<file path="src/rtl/npu_inst_pkg.sv">
// Shared definitions for the NPU instruction fetch path.
package npu_inst_pkg;

    localparam int ADDR_W = 9;
    localparam int DATA_W = 128;
    localparam int OP_HI  = 127;
    localparam int OP_LO  = 124;

    localparam logic [3:0] HALT_OP = 4'h8;

    typedef enum logic [1:0] {
        S_IDLE,
        S_FETCH,
        S_DRAIN
    } fetch_state_e;

    function automatic logic is_halt(input logic [DATA_W-1:0] inst);
        return inst[OP_HI:OP_LO] == HALT_OP;
    endfunction

endpackage

</file>
<file path="src/rtl/inst_fifo.sv">
// Pointer-based synchronous FIFO with occupancy count and flush.
module inst_fifo #(
    parameter int WIDTH = 8,
    parameter int DEPTH = 4
) (
    input  logic                     clk,
    input  logic                     rst_n,
    input  logic                     push,
    input  logic                     pop,
    input  logic                     flush,
    input  logic [WIDTH-1:0]         wdata,
    output logic [WIDTH-1:0]         rdata,
    output logic [$clog2(DEPTH):0]   count,
    output logic                     empty,
    output logic                     full
);

    localparam int PTR_W = $clog2(DEPTH);

    logic [WIDTH-1:0] mem_q [DEPTH];
    logic [PTR_W-1:0] wr_ptr_q, wr_ptr_d;
    logic [PTR_W-1:0] rd_ptr_q, rd_ptr_d;
    logic [PTR_W:0]   count_q, count_d;
    logic             do_push, do_pop;

    assign empty   = count_q == '0;
    assign full    = count_q == (PTR_W+1)'(DEPTH);
    assign count   = count_q;
    assign rdata   = mem_q[rd_ptr_q];
    assign do_pop  = pop && !empty;
    assign do_push = push && (!full || do_pop);

    always_comb begin
        wr_ptr_d = wr_ptr_q;
        rd_ptr_d = rd_ptr_q;
        count_d  = count_q;
        if (flush) begin
            wr_ptr_d = '0;
            rd_ptr_d = '0;
            count_d  = '0;
        end else begin
            if (do_push) wr_ptr_d = wr_ptr_q + PTR_W'(1);
            if (do_pop)  rd_ptr_d = rd_ptr_q + PTR_W'(1);
            count_d = count_q + (PTR_W+1)'(do_push)
                              - (PTR_W+1)'(do_pop);
        end
    end

    always_ff @(posedge clk or negedge rst_n) begin
        if (!rst_n) begin
            wr_ptr_q <= '0;
            rd_ptr_q <= '0;
            count_q  <= '0;
        end else begin
            wr_ptr_q <= wr_ptr_d;
            rd_ptr_q <= rd_ptr_d;
            count_q  <= count_d;
        end
    end

    // Storage needs no reset; occupancy is tracked by the pointers.
    always_ff @(posedge clk) begin
        if (do_push) mem_q[wr_ptr_q] <= wdata;
    end

endmodule

</file>
<file path="src/rtl/inst_fetch_ctrl.sv">
// Instruction SRAM sequencer: host load port while idle, prefetch
// into a small FIFO and hand instructions to the decoder until HALT.
module inst_fetch_ctrl
    import npu_inst_pkg::*;
#(
    parameter int FIFO_DEPTH = 4
) (
    input  logic              clk,
    input  logic              rst_n,
    input  logic              start,
    input  logic [ADDR_W-1:0] start_pc,
    input  logic              abort,
    output logic              busy,
    output logic              done,
    input  logic              host_we,
    input  logic [ADDR_W-1:0] host_addr,
    input  logic [DATA_W-1:0] host_wdata,
    output logic              host_ack,
    output logic [ADDR_W-1:0] sram_addr,
    output logic [DATA_W-1:0] sram_d,
    output logic              sram_we,
    input  logic [DATA_W-1:0] sram_q,
    output logic              inst_valid,
    input  logic              inst_ready,
    output logic [DATA_W-1:0] inst_data,
    output logic [ADDR_W-1:0] inst_pc
);

    localparam int CNT_W = $clog2(FIFO_DEPTH) + 1;
    localparam int ENT_W = DATA_W + ADDR_W;

    fetch_state_e      state_q, state_d;
    logic [ADDR_W-1:0] pc_q, pc_d;
    logic [ADDR_W-1:0] tag_q, tag_d;
    logic [ADDR_W-1:0] addr_q, addr_d;
    logic              rd_pend_q, rd_pend_d;
    logic              halt_seen_q, halt_seen_d;

    logic              is_idle, issue, push, pop, flush;
    logic              fifo_empty, fifo_full;
    logic [CNT_W-1:0]  fifo_count;
    logic [CNT_W:0]    credit;
    logic [ENT_W-1:0]  head;

    assign is_idle  = state_q == S_IDLE;
    assign busy     = !is_idle;
    assign host_ack = is_idle && host_we;
    assign sram_we  = is_idle && host_we;
    assign sram_d   = is_idle ? host_wdata : '0;

    // Outstanding read counts against FIFO space so a push never overflows.
    assign credit = {1'b0, fifo_count} + (CNT_W+1)'(rd_pend_q);
    assign issue  = (state_q == S_FETCH) && !halt_seen_q
                 && (credit < (CNT_W+1)'(FIFO_DEPTH));

    assign sram_addr = is_idle ? host_addr : (issue ? pc_q : addr_q);

    assign push = (state_q == S_FETCH) && rd_pend_q && !halt_seen_q
               && (!fifo_full || pop);

    assign inst_valid = !fifo_empty;
    assign pop        = inst_valid && inst_ready;
    assign inst_data  = head[DATA_W-1:0];
    assign inst_pc    = head[ENT_W-1 -: ADDR_W];

    assign done  = (state_q == S_DRAIN) && pop && is_halt(inst_data)
                && !abort;
    assign flush = !is_idle && (abort || done);

    always_comb begin
        state_d     = state_q;
        pc_d        = pc_q;
        tag_d       = tag_q;
        rd_pend_d   = rd_pend_q;
        halt_seen_d = halt_seen_q;
        addr_d      = sram_addr;
        unique case (state_q)
            S_IDLE: begin
                if (start && !host_we) begin
                    pc_d    = start_pc;
                    state_d = S_FETCH;
                end
            end
            S_FETCH: begin
                rd_pend_d = issue;
                tag_d     = pc_q;
                if (issue) pc_d = pc_q + ADDR_W'(1);
                if (push && is_halt(sram_q)) begin
                    halt_seen_d = 1'b1;
                    state_d     = S_DRAIN;
                end
            end
            S_DRAIN: begin
                rd_pend_d = 1'b0;
                if (done) begin
                    state_d     = S_IDLE;
                    halt_seen_d = 1'b0;
                end
            end
            default: state_d = S_IDLE;
        endcase
        if (abort && !is_idle) begin
            state_d     = S_IDLE;
            rd_pend_d   = 1'b0;
            halt_seen_d = 1'b0;
        end
    end

    always_ff @(posedge clk or negedge rst_n) begin
        if (!rst_n) begin
            state_q     <= S_IDLE;
            pc_q        <= '0;
            tag_q       <= '0;
            addr_q      <= '0;
            rd_pend_q   <= 1'b0;
            halt_seen_q <= 1'b0;
        end else begin
            state_q     <= state_d;
            pc_q        <= pc_d;
            tag_q       <= tag_d;
            addr_q      <= addr_d;
            rd_pend_q   <= rd_pend_d;
            halt_seen_q <= halt_seen_d;
        end
    end

    inst_fifo #(
        .WIDTH (ENT_W),
        .DEPTH (FIFO_DEPTH)
    ) u_fifo (
        .clk   (clk),
        .rst_n (rst_n),
        .push  (push),
        .pop   (pop),
        .flush (flush),
        .wdata ({tag_q, sram_q}),
        .rdata (head),
        .count (fifo_count),
        .empty (fifo_empty),
        .full  (fifo_full)
    );

endmodule

</file>
<file path="config.mk">
export PLATFORM = sky130hd
export DESIGN_NAME = inst_fetch_ctrl
export DESIGN_NICKNAME = d
export VERILOG_FILES = /design/src/rtl/npu_inst_pkg.sv /design/src/rtl/inst_fifo.sv /design/src/rtl/inst_fetch_ctrl.sv
export SDC_FILE = /design/constraint.sdc
export NUM_CORES = 1
export LEC_CHECK = 0
export CAP_MARGIN = 0
export CORE_UTILIZATION = 50
export CTS_CLUSTER_SIZE = 40
export DETAILED_ROUTE_END_ITERATION = 10
export HOLD_SLACK_MARGIN = 0.15
export PLACE_DENSITY = 0.87
export SETUP_SLACK_MARGIN = 0.5
export SLEW_MARGIN = 10
export SYNTH_ARGS = -nofsm -noshare
export SYNTH_HDL_FRONTEND = slang
export SYNTH_HIERARCHICAL = 1
export SYNTH_SLANG_ARGS = --single-unit
export TNS_END_PERCENT = 5
</file>
<file path="constraint.sdc">
create_clock -name clk -period 7 [get_ports clk]
set_input_delay 1.4 -clock clk [delete_from_list [all_inputs] [get_ports clk]]
set_output_delay 1.4 -clock clk [all_outputs]
set_load 0.05 [all_outputs]
</file>
==> run summary <==
Outcome -> complete, no violations
Clk_skew -> 0.0309 ns
Dominant cell type by area after synthesis -> edfxtp_1
Die Y-Extent -> 216 um
R2r worst-path depth -> 8
Synth Register Bits -> 586
Gpl congestion -> 0.931
Critical path's slowest cell -> dfrtp_4
DPL Wire Length -> 42,800 um
ANT nets after route -> 0
Power density over the cells -> 420 mW/mm^2
Placed Area -> 0.0290 mm^2
Final net count -> 1,942
Slew margin rel. -> 0.253
Post-synthesis sequential area ratio -> 0.762
Via count -> 12,800
Cells after Synth -> 1,082
Die width -> 216 um
Worst setup SP type -> flip-flop
CP top delay family -> buffers and inverters
Tot Pwr -> 12.9 mW
Fill count -> 2,710
Mapped cell area -> 0.0228 mm^2
Slew Viols, Final -> 0
CP max FO -> 92
H-tree levels -> 2
CP arrival -> 3.88 ns
Clock Pin Slew Worst Setup and Hold Paths -> 0.06 ns
Clk root buf -> clkbuf_16
Vias per cell -> 5.60
Postcts setup bufs -> 0
DRC -> 0
Number of gates resized after cts -> 0
Max-cap violations -> 0
R2R Path End -> u_fifo/mem_q[2][89]
Post-synth EDFFs -> 548
WHS Path Cells -> 0
Initial DRT Pass Iterations -> 5
M1 WL -> 21,300 um
TritonCTS buffer count -> 56
Post-synth top flop -> edfxtp_1
Mapped Avg Cell Area -> 21.1 um^2
Clk_lat worst skew -> 0.59 ns
Unrepaired setup endpoints after global routing -> false
Max Used Layer -> met5
Design area -> 0.0307 mm^2
Post-synth top area share -> 0.721
Core area -> 0.0446 mm^2
HP Class -> flip-flop to flip-flop
Final wirelength -> 62,800 um
Critical Path End Type -> output pin
Hold endpoint -> u_fifo/mem_q[2][132]
Reg2reg start -> state_q[1]
Clock sink count -> 586
VDD IR max -> 332 uV
Worst Path Buf+Inv -> 2
Crit-path cells -> buf_12, mux4_2, clkdlybuf4s50_1
Crit path kind -> flip-flop to output pin
Die footprint -> 0.0465 mm^2
Bufs on Longest Clock Path -> 3
Io pins -> 559
Hold_sp -> tag_q[4]
Fin. Hold Viols -> 0
Flop2flop setup slack -> 3.43 ns
Fin crit share -> 0.754
Row count -> 77
Max Freq -> 189 MHz
Initial antenna violation count -> 4
P&R area growth vs syn -> 34.5%
CP Data Required Time -> 5.60 ns
Routed length on met2 -> 32,400 um
TritonCTS clock tree -> built
Final setup viols -> 0
Synth warnings -> 6
# hold bufs at CTS -> 0
GRT Total Usage -> 0.269
Maximum number of pins on one net before global-route repair -> 154
Share of cells above drive strength 1 -> 0.146
Total gr overflow -> 0
DRT iter0 DRCs -> 1,098
Synth area leaders -> edfxtp_1, mux4_2, dfrtp_1, and2_1, buf_6
Largest stage delay on the critical path -> 1.06 ns
Actual slew at the worst max-slew pin -> 1.12 ns
P_leak -> 10.1 nW
Final core utilization -> 0.689
Fin crit period -> 5.28 ns
Distinct cells, synth -> 60
Initial Util -> 0.512
Ys async rst share -> 0.0648
Number of global-route vias before repair -> 13,600
Met3 WL -> 5130 um
Post-Synthesis Net Count -> 1,372
# port buffers -> 558
Setup TNS -> 0 ns
Wirelength per Cell -> 27.4 um
First-pass GRT wire length -> 89,600 um
[cells in the mapped netlist, types with 3 or more instances]
cell and n:
a31oi_1 3, and2_1 134, buf_2 20, buf_6 12, clkbuf_1 21, dfrtp_1 38, edfxtp_1 548, ha_1 9
inv_1 17, mux2_2 7, mux2i_1 13, mux4_2 137, nand2_1 19, nand2b_1 5, nand3_1 7, nor2_1 12
nor2b_1 4, nor3_1 4, o21ai_0 18, or4_1 3, xor2_1 3
[state kept, by name, indices dropped and copies added, names as in the netlist]
signal	cells
addr_q	9
halt_seen_q	1
pc_q	9
rd_pend_q	1
state_q	2
tag_q	9
u_fifo/count	3
u_fifo/mem_q	548
u_fifo/rd_ptr_q	2
u_fifo/wr_ptr_q	2
[kinds of logic (layout without fill, tap and decap cells)]
family / after synthesis / count (layout) / synth area share
flip-flops: 586 / 586 / 0.762
XOR/XNOR: 4 / 4 / 0.00153
AND/OR/NAND/NOR: 203 / 203 / 0.0532
other: 0 / 2 / 0
buffers and inverters: 73 / 688 / 0.0177
AO/OA/AOI/OAI: 48 / 48 / 0.0148
multiplexers: 158 / 158 / 0.145
adder cells (fa/ha/maj): 10 / 10 / 0.00581
[report_power, final]
part	total [mW]	switching [mW]	internal, mW
logic	5.76	3.70	2.06
registers	4.27	0.248	4.03
clock network	2.87	1.24	1.63
total	12.9	5.20	7.72
[layout make-up]
cell class,instances,area [um^2],area share
Sequential cell,586,17400,0.567
Timing Repair Buffer,568,5710,0.186
Multi-Input combinational cell,423,5050,0.164
Clock buffer,71,1470,0.0478
Tap cell,592,741,0.0241
Clock inverter,32,268,0.00872
Inverter,17,63.8,0.00208
Antenna cell,2,5.00,0.000163
[layout by cell type (no fill, tap or decap), drive strengths merged, types with 3 or more instances in the layout]
cell           instances
o21ai                 19
nand2                 20
mux2i                 13
nor3b                  3
edfxtp               548
or4                    3
inv                   19
and2                 134
nor2b                  4
ha                     9
buf                   11
xor2                   3
a31oi                  3
mux4                 137
clkbuf                71
mux2                   8
dfrtp                 38
clkdlybuf4s50        557
bufinv                 4
nor3                   4
nor2                  12
nand3                  7
a211oi                 3
clkinv                25
o211ai                 3
nand2b                 5
[worst max-delay path by stage]
| stage | from | to | cells past startpoint |
|---|---|---|---|
| 3_3_place_gp | abort | done | 4 |
| 3_5_place_dp | abort | done | 4 |
| 5_1_grt | u_fifo/rd_ptr_q[0] | inst_pc[8] | 3 |
| 2_1_floorplan | inst_ready | u_fifo/mem_q[0][0] | 4 |
| 6_report | u_fifo/rd_ptr_q[0] | inst_pc[8] | 3 |
| 4_1_cts | u_fifo/rd_ptr_q[0] | done | 4 |
[worst register-to-register path, stage by stage (launching register included)]
cell and delay, ns:
dfrtp_1 0.40, inv_1 0.12, ha_1 0.17, buf_4 0.32, nand3b_1 0.17, a21oi_1 0.17
a21boi_2 0.40, and2_4 0.86, buf_12 0.54
[per-stage QoR]
| stage | setup WS, ns | hold slack (ns) | std cells |
|---|---|---|---|
| 6_report | 1.72 | 0.514 | 2291 |
| 5_1_grt | 1.47 | 0.537 | 2291 |
| 4_1_cts | 1.65 | 0.518 | 2289 |
| 3_5_place_dp | 2.25 | 0.505 | 2186 |
| 3_3_place_gp | 2.22 | 0.485 | 2186 |
| 2_1_floorplan | 1.36 | 0.472 | 1082 |
[layer usage]
layer,up-vias,GRT usage
met3,156,0.0754
met5,-,0
met2,696,0.463
li1,5513,-
met1,6454,0.298
met4,4,0.160
(Power assumes the default switching activity.)
